### src/rtl/seg7_pkg.sv
// Shared types and constants for the seven-segment scan driver.
package seg7_pkg;

  typedef enum logic [1:0] {
    IDLE  = 2'd0,
    DRIVE = 2'd1,
    GAP   = 2'd2
  } state_t;

  localparam logic [6:0] SEG_OFF = 7'h00;

  // Active-high a..g patterns (seg[6]=a .. seg[0]=g) for hex digits 0-F.
  localparam logic [6:0] HEX_SEG [16] = '{
    7'h7E, 7'h30, 7'h6D, 7'h79, 7'h33, 7'h5B, 7'h5F, 7'h70,
    7'h7F, 7'h7B, 7'h77, 7'h1F, 7'h4E, 7'h3D, 7'h4F, 7'h47
  };

endpackage

### src/rtl/seg7_hex_decode.sv
// Combinational hex nibble to a..g segment pattern (active-high).
module seg7_hex_decode
  import seg7_pkg::*;
(
  input  logic [3:0] nibble,
  output logic [6:0] pattern_c
);

  assign pattern_c = HEX_SEG[nibble];

endmodule

### src/rtl/seg7_scan_driver.sv
// Multiplexed seven-segment scan driver with dead-time gap and tear-free frame loads.
// Optional SEG7_LZ_BLANK_EN: blank digits above the most significant nonzero nibble.
module seg7_scan_driver
  import seg7_pkg::*;
#(
  parameter int unsigned N_DIGITS   = 4,
  parameter int unsigned PRESCALE   = 1000,
  parameter bit          ACTIVE_LOW = 1'b0
) (
  input  logic                  clk,
  input  logic                  reset,
  input  logic                  enable,
  input  logic                  load_valid,
  output logic                  load_ready,
  input  logic [4*N_DIGITS-1:0] load_data,
  output logic [6:0]            seg,
  output logic [N_DIGITS-1:0]   an
);

  localparam int unsigned CNT_W = $clog2(PRESCALE);
  localparam int unsigned IDX_W = (N_DIGITS > 1) ? $clog2(N_DIGITS) : 1;
  localparam int unsigned DAT_W = 4 * N_DIGITS;

  localparam logic [CNT_W-1:0]    CNT_LAST = CNT_W'(PRESCALE - 2);
  localparam logic [IDX_W-1:0]    IDX_LAST = IDX_W'(N_DIGITS - 1);
  localparam logic [6:0]          SEG_POL  = {7{ACTIVE_LOW}};
  localparam logic [N_DIGITS-1:0] AN_POL   = {N_DIGITS{ACTIVE_LOW}};

  state_t              state;
  logic [CNT_W-1:0]    cnt;
  logic [IDX_W-1:0]    idx;
  logic [DAT_W-1:0]    display;
  logic [DAT_W-1:0]    pending;
  logic                pending_full;

  logic [3:0]          nibble_c;
  logic [6:0]          pattern_c;
  logic                show_c;
  logic                boundary_c;
  logic                accept_c;

  assign load_ready = ~pending_full;
  assign accept_c   = load_valid & ~pending_full;
  assign boundary_c = (state == GAP) && (idx == IDX_LAST) && enable;

  // Select the nibble of the digit currently being scanned.
  always_comb begin
    nibble_c = 4'h0;
    for (int i = 0; i < int'(N_DIGITS); i++) begin
      if (IDX_W'(i) == idx) nibble_c = display[4*i +: 4];
    end
  end

`ifdef SEG7_LZ_BLANK_EN
  logic [IDX_W-1:0] msd_c;

  // Most significant nonzero digit; digit 0 counts as significant even when zero.
  always_comb begin
    msd_c = '0;
    for (int i = 1; i < int'(N_DIGITS); i++) begin
      if (display[4*i +: 4] != 4'h0) msd_c = IDX_W'(i);
    end
  end

  assign show_c = (idx <= msd_c);
`else
  assign show_c = 1'b1;
`endif

  seg7_hex_decode u_decode (
    .nibble    (nibble_c),
    .pattern_c (pattern_c)
  );

  always_ff @(posedge clk or posedge reset) begin
    if (reset) begin
      state        <= IDLE;
      cnt          <= '0;
      idx          <= '0;
      display      <= '0;
      pending      <= '0;
      pending_full <= 1'b0;
      seg          <= SEG_OFF ^ SEG_POL;
      an           <= AN_POL;
    end else begin
      case (state)
        IDLE: begin
          cnt <= '0;
          idx <= '0;
          if (enable) state <= DRIVE;
        end
        DRIVE: begin
          if (!enable) begin
            state <= IDLE;
            cnt   <= '0;
            idx   <= '0;
          end else if (cnt == CNT_LAST) begin
            state <= GAP;
            cnt   <= '0;
          end else begin
            cnt <= cnt + CNT_W'(1);
          end
        end
        GAP: begin
          cnt <= '0;
          if (!enable) begin
            state <= IDLE;
            idx   <= '0;
          end else begin
            state <= DRIVE;
            idx   <= (idx == IDX_LAST) ? '0 : idx + IDX_W'(1);
          end
        end
        default: begin
          state <= IDLE;
          cnt   <= '0;
          idx   <= '0;
        end
      endcase

      // Pending word moves to the display only between frames (or while idle).
      if (pending_full && (boundary_c || state == IDLE)) begin
        display      <= pending;
        pending_full <= 1'b0;
      end
      if (accept_c) begin
        pending      <= load_data;
        pending_full <= 1'b1;
      end

      // Blank immediately when enable drops rather than finishing the slot.
      if (state == DRIVE && enable) begin
        an  <= (N_DIGITS'(1) << idx) ^ AN_POL;
        seg <= (show_c ? pattern_c : SEG_OFF) ^ SEG_POL;
      end else begin
        an  <= AN_POL;
        seg <= SEG_OFF ^ SEG_POL;
      end
    end
  end

endmodule

### config.mk
export PLATFORM = sky130hd
export DESIGN_NAME = seg7_scan_driver
export DESIGN_NICKNAME = d
export VERILOG_FILES = /design/src/rtl/seg7_pkg.sv /design/src/rtl/seg7_hex_decode.sv /design/src/rtl/seg7_scan_driver.sv
export SDC_FILE = /design/constraint.sdc
export NUM_CORES = 1
export LEC_CHECK = 0
export BUFFER_PORTS_ARGS = -buffer_cell sky130_fd_sc_hd__buf_4
export CORE_UTILIZATION = 25
export DETAILED_ROUTE_END_ITERATION = 12
export PLACE_DENSITY = 0.48
export SLEW_MARGIN = 20
export SYNTH_ARGS = -nofsm -noshare
export SYNTH_HDL_FRONTEND = slang
export SYNTH_SLANG_ARGS = --single-unit
### constraint.sdc
create_clock -name clk -period 2.8 [get_ports clk]
set_input_delay 0 -clock clk [delete_from_list [all_inputs] [get_ports clk]]
set_output_delay 0 -clock clk [all_outputs]
set_load 0.05 [all_outputs]
==> qor.txt, run 1 <==
f_max: 389 MHz
CTS resizes: 0
RSZ-0062 raised after global routing: false
die area: 0.0111 mm2
FF+latch count, synth: 58
# clock sinks: 58
latest clock arrival within the worst-skew pair: 0.33 ns
worst-path maximum fanout: 8
final WL: 5310 um
antenna violations before repair: 0
Final HPWL DP: 3700 um
Port Buffers: 31
P_int: 0.00192 W
Crit. End Element: register
Flop pwr share: 0.436
max cap viols: 0
Die Height: 105 um
Final setup viols: 0
Clock Skew: 0.0101 ns
data arrival time of the critical path: 2.79 ns
Yosys warning count: 0
Clock Tree Root: clkbuf_8
Via density: 4.18
Sw Pwr: 0.000941 W
Post-Syn Nets: 250
Cells after Synth: 218
sw frac: 0.329
number of different library cells in the post-synthesis netlist: 39
DP Cell Count: 384
critical path launch point type: register
CTS Hold Bufs: 19
Worst VDD drop: 0.000277 V
post-synth top area cell: dfrtp_1
first-pass GRT wire length: 9630 um
# diodes: 0
GRT overflow: 0
Area contributors post-synth: dfrtp_1 54%, mux2_2 13%, ha_1 5.6%
final hold slack: 0.434 ns
initial cell density of the core: 0.259
Max-slew headroom: 0.506
Nets: 310
first-iteration detailed-routing DRC count: 54
Cell Rows: 37
Worst-Margin Slew: 0.741 ns
max-slew violations: 0
Final period util: 0.917
Static Leak: 1.56 nW
PwrDens: 835 mW/mm2
Layout Cells excl Fill: 415
die span in x: 105 um
Gate power share: 0.331
layout cells sized above 1: 0.323
DRT antenna net count: 0
core area: 0.0103 mm2
syn avg cell area: 12.3 um2
Post-Syn Area: 0.00267 mm2
GRT Util Overall: 0.112
Num CTS Buffers: 9
HP Class: input port to asynchronous set/reset pin
TritonCTS clock tree: done
Worst-path clk slew: 0.07 ns
Data required, critical path: 3.02 ns
TNS Setup: 0 ns
Clock Power Share: 0.233
DR pass1 iterations: 4
number of global-route vias before repair: 1864
min cycle time layout: 2.57 ns
htree depth: 3
PnR Total Power: 0.00287 W
maximum root-to-sink buffer count: 2
post-synthesis sequential area ratio: 0.543
CP Class: register to register
I/O pin count: 32
outcome: finished clean
post-CTS setup buffers: 0
Fin. Hold Viols: 0
post-synth top area share: 0.543
routed len/inst: 12.8 um
RD Place Congestion: 0.825
Residual DRC: 0
Area growth syn-to-layout: 28.4%
total number of vias: 1735
largest net degree at the start of global routing: 59
[state kept, by name, summed over array words and instances, names as in the netlist]
signal and flops:
an 4, idx 2, pending 16, seg 7, cnt 10, state 2, pending_full 1, display 16
[Yosys cell counts (all sizes together)]
cell type  count
dfrtp         58
mux2          31
nor2          18
nand2         13
ha            12
inv           11
and3           9
a21oi          7
o21ai          7
a211oi         5
nor2b          5
xnor2          5
a221oi         4
buf            4
nand3          3
nand3b         3
xor2           3
and2           2
clkbuf         2
mux2i          2
nand2b         2
nor3           2
nor3b          2
a211o          1
a21boi         1
a31o           1
nand4b         1
nor4b          1
o221a          1
o31a           1
or2            1
[worst paths after layout]
check	slack [ns]	to	cells after the start	from
hold reg to reg	0.49	display[13]	2	pending[13]
hold / removal	0.43	cnt[3]	4	reset
max in group asynchronous	1.87	seg[2]	4	reset
setup reg to reg	0.23	seg[3]	10	idx[0]
min in group clk	0.44	pending[11]	3	load_data[11]
setup / recovery	0.23	seg[3]	10	idx[0]
[cell families after synthesis]
kind of cell | synth area share
and+or+nand+nor | 0.121
buffers and inverters | 0.0290
DFF | 0.543
adders and majority gates | 0.0562
xor gates and xnor gates | 0.0262
AOI/OAI and AO/OA | 0.0857
muxes | 0.138
[placed cells by master, fill, tap and decap left out, types with 7 or more instances in the layout]
master,Yosys,layout
a21oi_1,7,7
dfrtp_1,58,58
buf_4,1,36
and3_1,8,8
nand2_1,12,12
ha_1,12,12
nor2_1,18,18
clkbuf_8,0,12
mux2_2,31,31
dlygate4sd3_1,0,19
o21ai_0,7,7
inv_1,11,10
[cell type report]
| type | count | area [um2] |
|---|---|---|
| fill | 1039 | 6890 |
| sequential | 58 | 1450 |
| multi-input combinational | 143 | 1140 |
| timing repair buffer | 55 | 460 |
| tap | 136 | 170 |
| clock buffer | 12 | 165 |
| inverter | 11 | 41.3 |
[metrics by stage]
step	worst slack, ns	instance area [um2]	util
after global placement	0.396	3080	0.298
after global routing	0.0413	3430	0.332
after CTS	0.236	3430	0.332
after floorplan	0.531	2670	-
after detailed placement	0.252	3080	0.298
final	0.232	3430	0.332
[power by group through the flow]
stage	combinational (W)	clock, W	sequential, W
2_1_floorplan	0.000624	0	0.00130
3_3_place_gp	0.000927	0	0.00127
3_5_place_dp	0.000939	0	0.00127
4_1_cts	0.000965	0.000701	0.00125
5_1_grt	0.00106	0.000731	0.00129
6_report	0.000949	0.000669	0.00125
[metal layers]
layer / GRT usage / up-vias / part of all wire
met5: 0 / - / 0
li1: - / 864 / -
met2: 0.162 / 33 / 0.44
met3: 0.0204 / 12 / 0.029
met1: 0.153 / 826 / 0.51
met4: 0.0694 / 0 / 0.026
[worst max-delay path: stages, from the launching register on]
cell      delay [ns]
dfrtp_1         0.43
inv_1           0.10
ha_1            0.32
or2_2           0.18
a221oi_1        0.06
a221oi_2        0.42
inv_1           0.20
ha_1            0.34
mux2i_1         0.06
and3_1          0.19
a31o_1          0.17
No activity file was read; power rests on OpenSTA's default activity.
==> inputs of run 2 (changes only) <==
Settings changed: PLACE_DENSITY 0.48 to 0.51.
==> run 2 against run 1 <==
  * Critical path depth unchanged
  * Worst setup slack better by 0.040 ns
  * Count of clock-buffer cells in the layout is 1 lower
  * Routed wire length down 5.3%
  * Clock power increased by 11%
  * Sequential share of layout area down 0.34 points
  * Maximum frequency grew 1.6%
  * Flip-flop and latch count unchanged
  * Via count up 0.58%
  * Register-to-register slack improved by 0.04 ns
  * First-iteration DRC count up 1.9%
  * Critical path type unchanged
  * Largest cell class unchanged
  * Largest power group unchanged
==> qor.txt, run 2 (synthesized netlist as in run 1, its figures left out) <==
outcome: finished clean
TNS Setup: 0 ns (unchanged)
Crit. End Element: register
PwrDens: 845 mW/mm2 (+1.1%)
max cap viols: 0 (unchanged)
Layout Cells excl Fill: 419 (+0.96%)
critical path launch point type: register
die span in x: 105 um (unchanged)
post-CTS setup buffers: 0 (unchanged)
min cycle time layout: 2.53 ns (-0.0401 ns)
Nets: 310 (unchanged)
slowest CP cell: dfrtp_1
data arrival time of the critical path: 2.76 ns (-0.03 ns)
GRT Util Overall: 0.104 (-0.00733)
RD Place Congestion: 0.825 (about the same)
first-iteration detailed-routing DRC count: 55 (+1.9%)
max-slew violations: 0 (unchanged)
latest clock arrival within the worst-skew pair: 0.34 ns (about the same)
htree depth: 3 (unchanged)
total number of vias: 1745 (+0.58%)
antenna violations before repair: 0 (unchanged)
Largest regs: display x16, pending x16, cnt x10
layout cells sized above 1: 0.329 (+0.00604)
# clock sinks: 58 (unchanged)
Port Buffers: 31 (unchanged)
Fin. Hold Viols: 0 (unchanged)
Clock Tree Root: clkbuf_8
number of global-route vias before repair: 1860 (-0.21%)
DR pass1 iterations: 4 (unchanged)
maximum root-to-sink buffer count: 2 (unchanged)
final WL: 5030 um (-5.3%)
Area growth syn-to-layout: 29.5%
TritonCTS clock tree: done
Static Leak: 1.57 nW (+0.46%)
final hold slack: 0.420 ns (-0.0137 ns)
Worst-Margin Slew: 0.728 ns (-0.0125 ns)
GRT overflow: 0 (unchanged)
initial cell density of the core: 0.259 (unchanged)
I/O pin count: 32 (unchanged)
Worst path max stage delay: 0.42 ns (about the same)
Num CTS Buffers: 9 (unchanged)
crit-path cells: inv_1 > ha_1 > or2_2 > a221oi_1 > a221oi_2 > inv_1 > ha_1 > mux2i_1 > and3_1 > a31o_1
# diodes: 0 (unchanged)
commonest non-fill, non-tap cell in the layout: dfrtp_1
worst-path maximum fanout: 8 (unchanged)
Final HPWL DP: 3570 um (-3.6%)
f_max: 396 MHz (+1.6%)
Final period util: 0.903 (-0.0143)
Die Height: 105 um (unchanged)
Worst-path clk slew: 0.07 ns (about the same)
CP Class: register to register
HP Class: input port to asynchronous set/reset pin
Cell Rows: 37 (unchanged)
Data required, critical path: 3.03 ns (about the same)
Worst VDD drop: 0.000278 V (+0.50%)
routed len/inst: 12.0 um (-6.2%)
most frequent cells in the layout: 58 x dfrtp_1, 36 x buf_4, 31 x mux2_2
largest net degree at the start of global routing: 59 (unchanged)
Final setup viols: 0 (unchanged)
DRT antenna net count: 0 (unchanged)
Residual DRC: 0 (unchanged)
DP Cell Count: 384 (unchanged)
die area: 0.0111 mm2 (unchanged)
Via density: 4.16 (-0.38%)
core area: 0.0103 mm2 (unchanged)
Clock Skew: 0.0102 ns (+0.000104 ns)
RSZ-0062 raised after global routing: false
Max-slew headroom: 0.514 (+0.00834)
first-pass GRT wire length: 8880 um (-7.7%)
Filler cells: 1076 (+3.6%)
==> run 2: cell count changes in the layout (fill, tap and decap cells not counted), sizes merged <==
cell / change
clkinv: +2
clkinvlp: +2
bufinv: +1
clkbuf: -1
==> run 2: what timing repair did <==
| action | CTS | global route |
|---|---|---|
| hold endpoints to repair | 81 | 0 |
| setup endpoints to repair | 0 | 4 |
| resized for setup | 0 | 1 |
| hold buffers | 19 | 0 |
==> run 2: per-stage QoR <==
stage                     power (W)  instance area (um2)   util  setup WS [ns]
final                       0.00292                 3460  0.335          0.272
after global routing        0.00313                 3460  0.335        0.00691
after CTS                   0.00296                 3450  0.334         0.0648
after floorplan             0.00193                 2670      -          0.531
after global placement      0.00217                 3080  0.298          0.292
after detailed placement    0.00218                 3080  0.298         0.0965
==> run 2: cell type report <==
class / count / area, um2 / share of cell area
clock buffers: 11 / 131 / 0.0380
clock inverters: 5 / 55.1 / 0.0159
inverters: 11 / 41.3 / 0.0119
multi-input cells: 143 / 1150 / 0.332
flip-flops and latches: 58 / 1450 / 0.420
well taps: 136 / 170 / 0.0492
repair buffers: 55 / 460 / 0.133
==> run 2: final timing paths <==
check                           depth (start not counted)            to   startpoint  slack (ns)
worst min-delay path                                    4        cnt[0]        reset        0.42
worst min register to register                          2   display[12]  pending[12]        0.49
worst max-delay path                                   10        seg[3]       idx[0]        0.27
min in group clk                                        4  pending_full   load_valid        0.43
worst max register to register                         10        seg[3]       idx[0]        0.27
max in group asynchronous                               4        seg[0]        reset        1.89
==> run 2: power breakdown <==
part / switching, W / internal [W]
Sequential: 0.000143 / 0.00110
Combinational: 0.000495 / 0.000444
Clock: 0.000332 / 0.000408
Total: 0.000970 / 0.00195
==> run 2: routing by layer <==
metal / wire length, um / track usage
met3: 169 / 0.0303
met2: 2130 / 0.154
met4: 131 / 0.0604
met1: 2590 / 0.135
met5: 0 / 0
==> run 2: critical path: cells and delay by family (launching register included) <==
| kind | cells | cell delay (ns) |
|---|---|---|
| AND/OR/NAND/NOR | 2 | 0.39 |
| flip-flops | 1 | 0.42 |
| multiplexers | 1 | 0.07 |
| AO/OA/AOI/OAI | 3 | 0.60 |
| buffers and inverters | 2 | 0.28 |
| adder cells (fa/ha/maj) | 2 | 0.67 |
==> inputs of run 3 (changes only) <==
Settings changed: CORE_ASPECT_RATIO set to 0.6.
==> run 3 against run 2 <==
  * Clock power is 39% higher
  * Combinational power is 2.3% higher
  * Flip-flop and latch count stayed put
  * Critical path type unchanged
  * Largest cell class unchanged
  * Highest routed layer unchanged
==> qor.txt, run 3 (synthesized netlist as in run 1, its figures left out) <==
core area: 0.0101 mm2 (-1.9%)
Final period util: 0.941 (+0.0383)
placed cell area: 0.00307 mm2 (-0.28%)
worst-path maximum fanout: 8 (unchanged)
Max-slew headroom: 0.676 (+0.161)
number of global-route vias before repair: 1768 (-4.9%)
r2r endpoint: seg[3]
first-iteration detailed-routing DRC count: 110 (+100%)
total number of vias: 1767 (+1.3%)
PwrDens: 915 mW/mm2 (+8.3%)
f_max: 379 MHz (-4.1%)
Cell Rows: 28 (-24%)
maximum root-to-sink buffer count: 2 (unchanged)
max-slew violations: 0 (unchanged)
critical path launch point type: register
antenna violations before repair: 0 (unchanged)
reg2reg start: idx[0]
Worst-Margin Slew: 0.485 ns (-0.243 ns)
Clock Skew: 0.00377 ns (-0.00642 ns)
min cycle time layout: 2.64 ns (+0.107 ns)
flop-to-flop setup slack: 0.16 ns (-0.11 ns)
first-pass GRT wire length: 9630 um (+8.4%)
Clock Tree Root: clkbuf_16
setup ws final: 0.165 ns (-0.107 ns)
# diodes: 0 (unchanged)
HP Class: input port to asynchronous set/reset pin
CP startpoint: idx[0]
Port Buffers: 31 (unchanged)
TritonCTS clock tree: done
max cap viols: 0 (unchanged)
CP Capture Point: seg[3]
R2R cell count: 10 (unchanged)
GRT Util Overall: 0.120 (+0.0157)
CP Class: register to register
# clock sinks: 58 (unchanged)
Final HPWL DP: 3950 um (+11%)
DR pass1 iterations: 4 (unchanged)
Static Leak: 1.62 nW (+3.1%)
routed len/inst: 13.6 um (+13%)
GRT overflow: 0 (unchanged)
Residual DRC: 0 (unchanged)
Die Height: 82.1 um (-22%)
outcome: finished clean
die span in x: 135 um (+29%)
I/O pin count: 32 (unchanged)
Area growth syn-to-layout: 33.0%
htree depth: 3 (unchanged)
Worst VDD drop: 0.000357 V (+28%)
DRT antenna net count: 0 (unchanged)
Data required, critical path: 3.02 ns (about the same)
final WL: 5650 um (+12%)
latest clock arrival within the worst-skew pair: 0.33 ns (about the same)
met3 WL: 380 um (+120%)
metal2 WL: 1980 um (-7.1%)
most frequent cells in the layout: 58 x dfrtp_1, 35 x buf_4, 31 x mux2_2
Layout Cells excl Fill: 417 (-0.48%)
RD Place Congestion: 0.833 (+0.99%)
Num CTS Buffers: 9 (unchanged)
commonest non-fill, non-tap cell in the layout: dfrtp_1
initial cell density of the core: 0.264 (+0.00508)
Top Metal Used: met4
data arrival time of the critical path: 2.86 ns (+0.10 ns)
layout cells sized above 1: 0.330 (+0.00117)
DP Cell Count: 382 (-0.52%)
Worst-path clk slew: 0.05 ns (-0.02 ns)
Final setup viols: 0 (unchanged)
final instance area: 0.00355 mm2 (+2.7%)
die area: 0.0111 mm2 (+0.12%)
largest net degree at the start of global routing: 39 (-34%)
Largest regs: display x16, pending x16, cnt x10
Fin. Hold Viols: 0 (unchanged)
routed length on met1: 3170 um (+22%)
pre-CTS setup slack: 0.136 ns (+0.0395 ns)
Crit. End Element: register
Nets: 309 (-0.32%)
post-CTS setup buffers: 0 (unchanged)
Via density: 4.24 (+1.7%)
run 3: area by class of cell:
cell class              count  area [um2]
multi-input cells         143        1150
flip-flops and latches     58        1450
fillers                  1000        6570
well taps                 135         169
inverters                  11        41.3
clock inverters             2        10.0
clock buffers              14         274
repair buffers             54         453
run 3: layer usage:
metal,vias up,global-route usage
li1,872,-
met1,837,0.176
met2,44,0.143
met3,14,0.0438
met4,0,0.0708
met5,-,0
run 3: through the flow:
stage          total power (W)  hold slack, ns  utilization   TNS, ns
6_report               0.00325           0.249        0.351         0
5_1_grt                0.00347           0.278        0.351  -0.00572
4_1_cts                0.00328           0.252        0.350         0
3_5_place_dp           0.00220          0.0578        0.303         0
3_3_place_gp           0.00219          0.0516        0.303         0
2_1_floorplan          0.00193           0.125            -         0
run 3: worst max-delay path: stages, from the launching register on:
cell      delay, ns
dfrtp_1        0.43
inv_1          0.10
ha_1           0.35
or2_2          0.20
a221oi_1       0.06
a221oi_2       0.40
inv_1          0.19
ha_1           0.35
mux2i_1        0.07
and3_1         0.20
a31o_1         0.18
run 3: power breakdown:
group / leakage [nW] / internal, W / switching [W]
logic: 0.747 / 0.000448 / 0.000512
clock network: 0.143 / 0.000667 / 0.000364
registers: 0.728 / 0.00110 / 0.000158
run 3: timing repair:
action                     in CTS  in global routing
hold buffers                   19                  0
hold endpoints to repair       40                  0
setup endpoints to repair       0                  2
resized for setup               0                  2
run 3: worst min path at each step:
stage | from | to | slack (ns) | cells past startpoint
after CTS | reset | pending[3] | 0.25 | 3
after floorplan | load_valid | pending_full | 0.12 | 2
after global placement | reset | pending[3] | 0.05 | 2
after global routing | reset | cnt[0] | 0.28 | 3
after detailed placement | reset | cnt[3] | 0.06 | 2
final | reset | pending[3] | 0.25 | 3
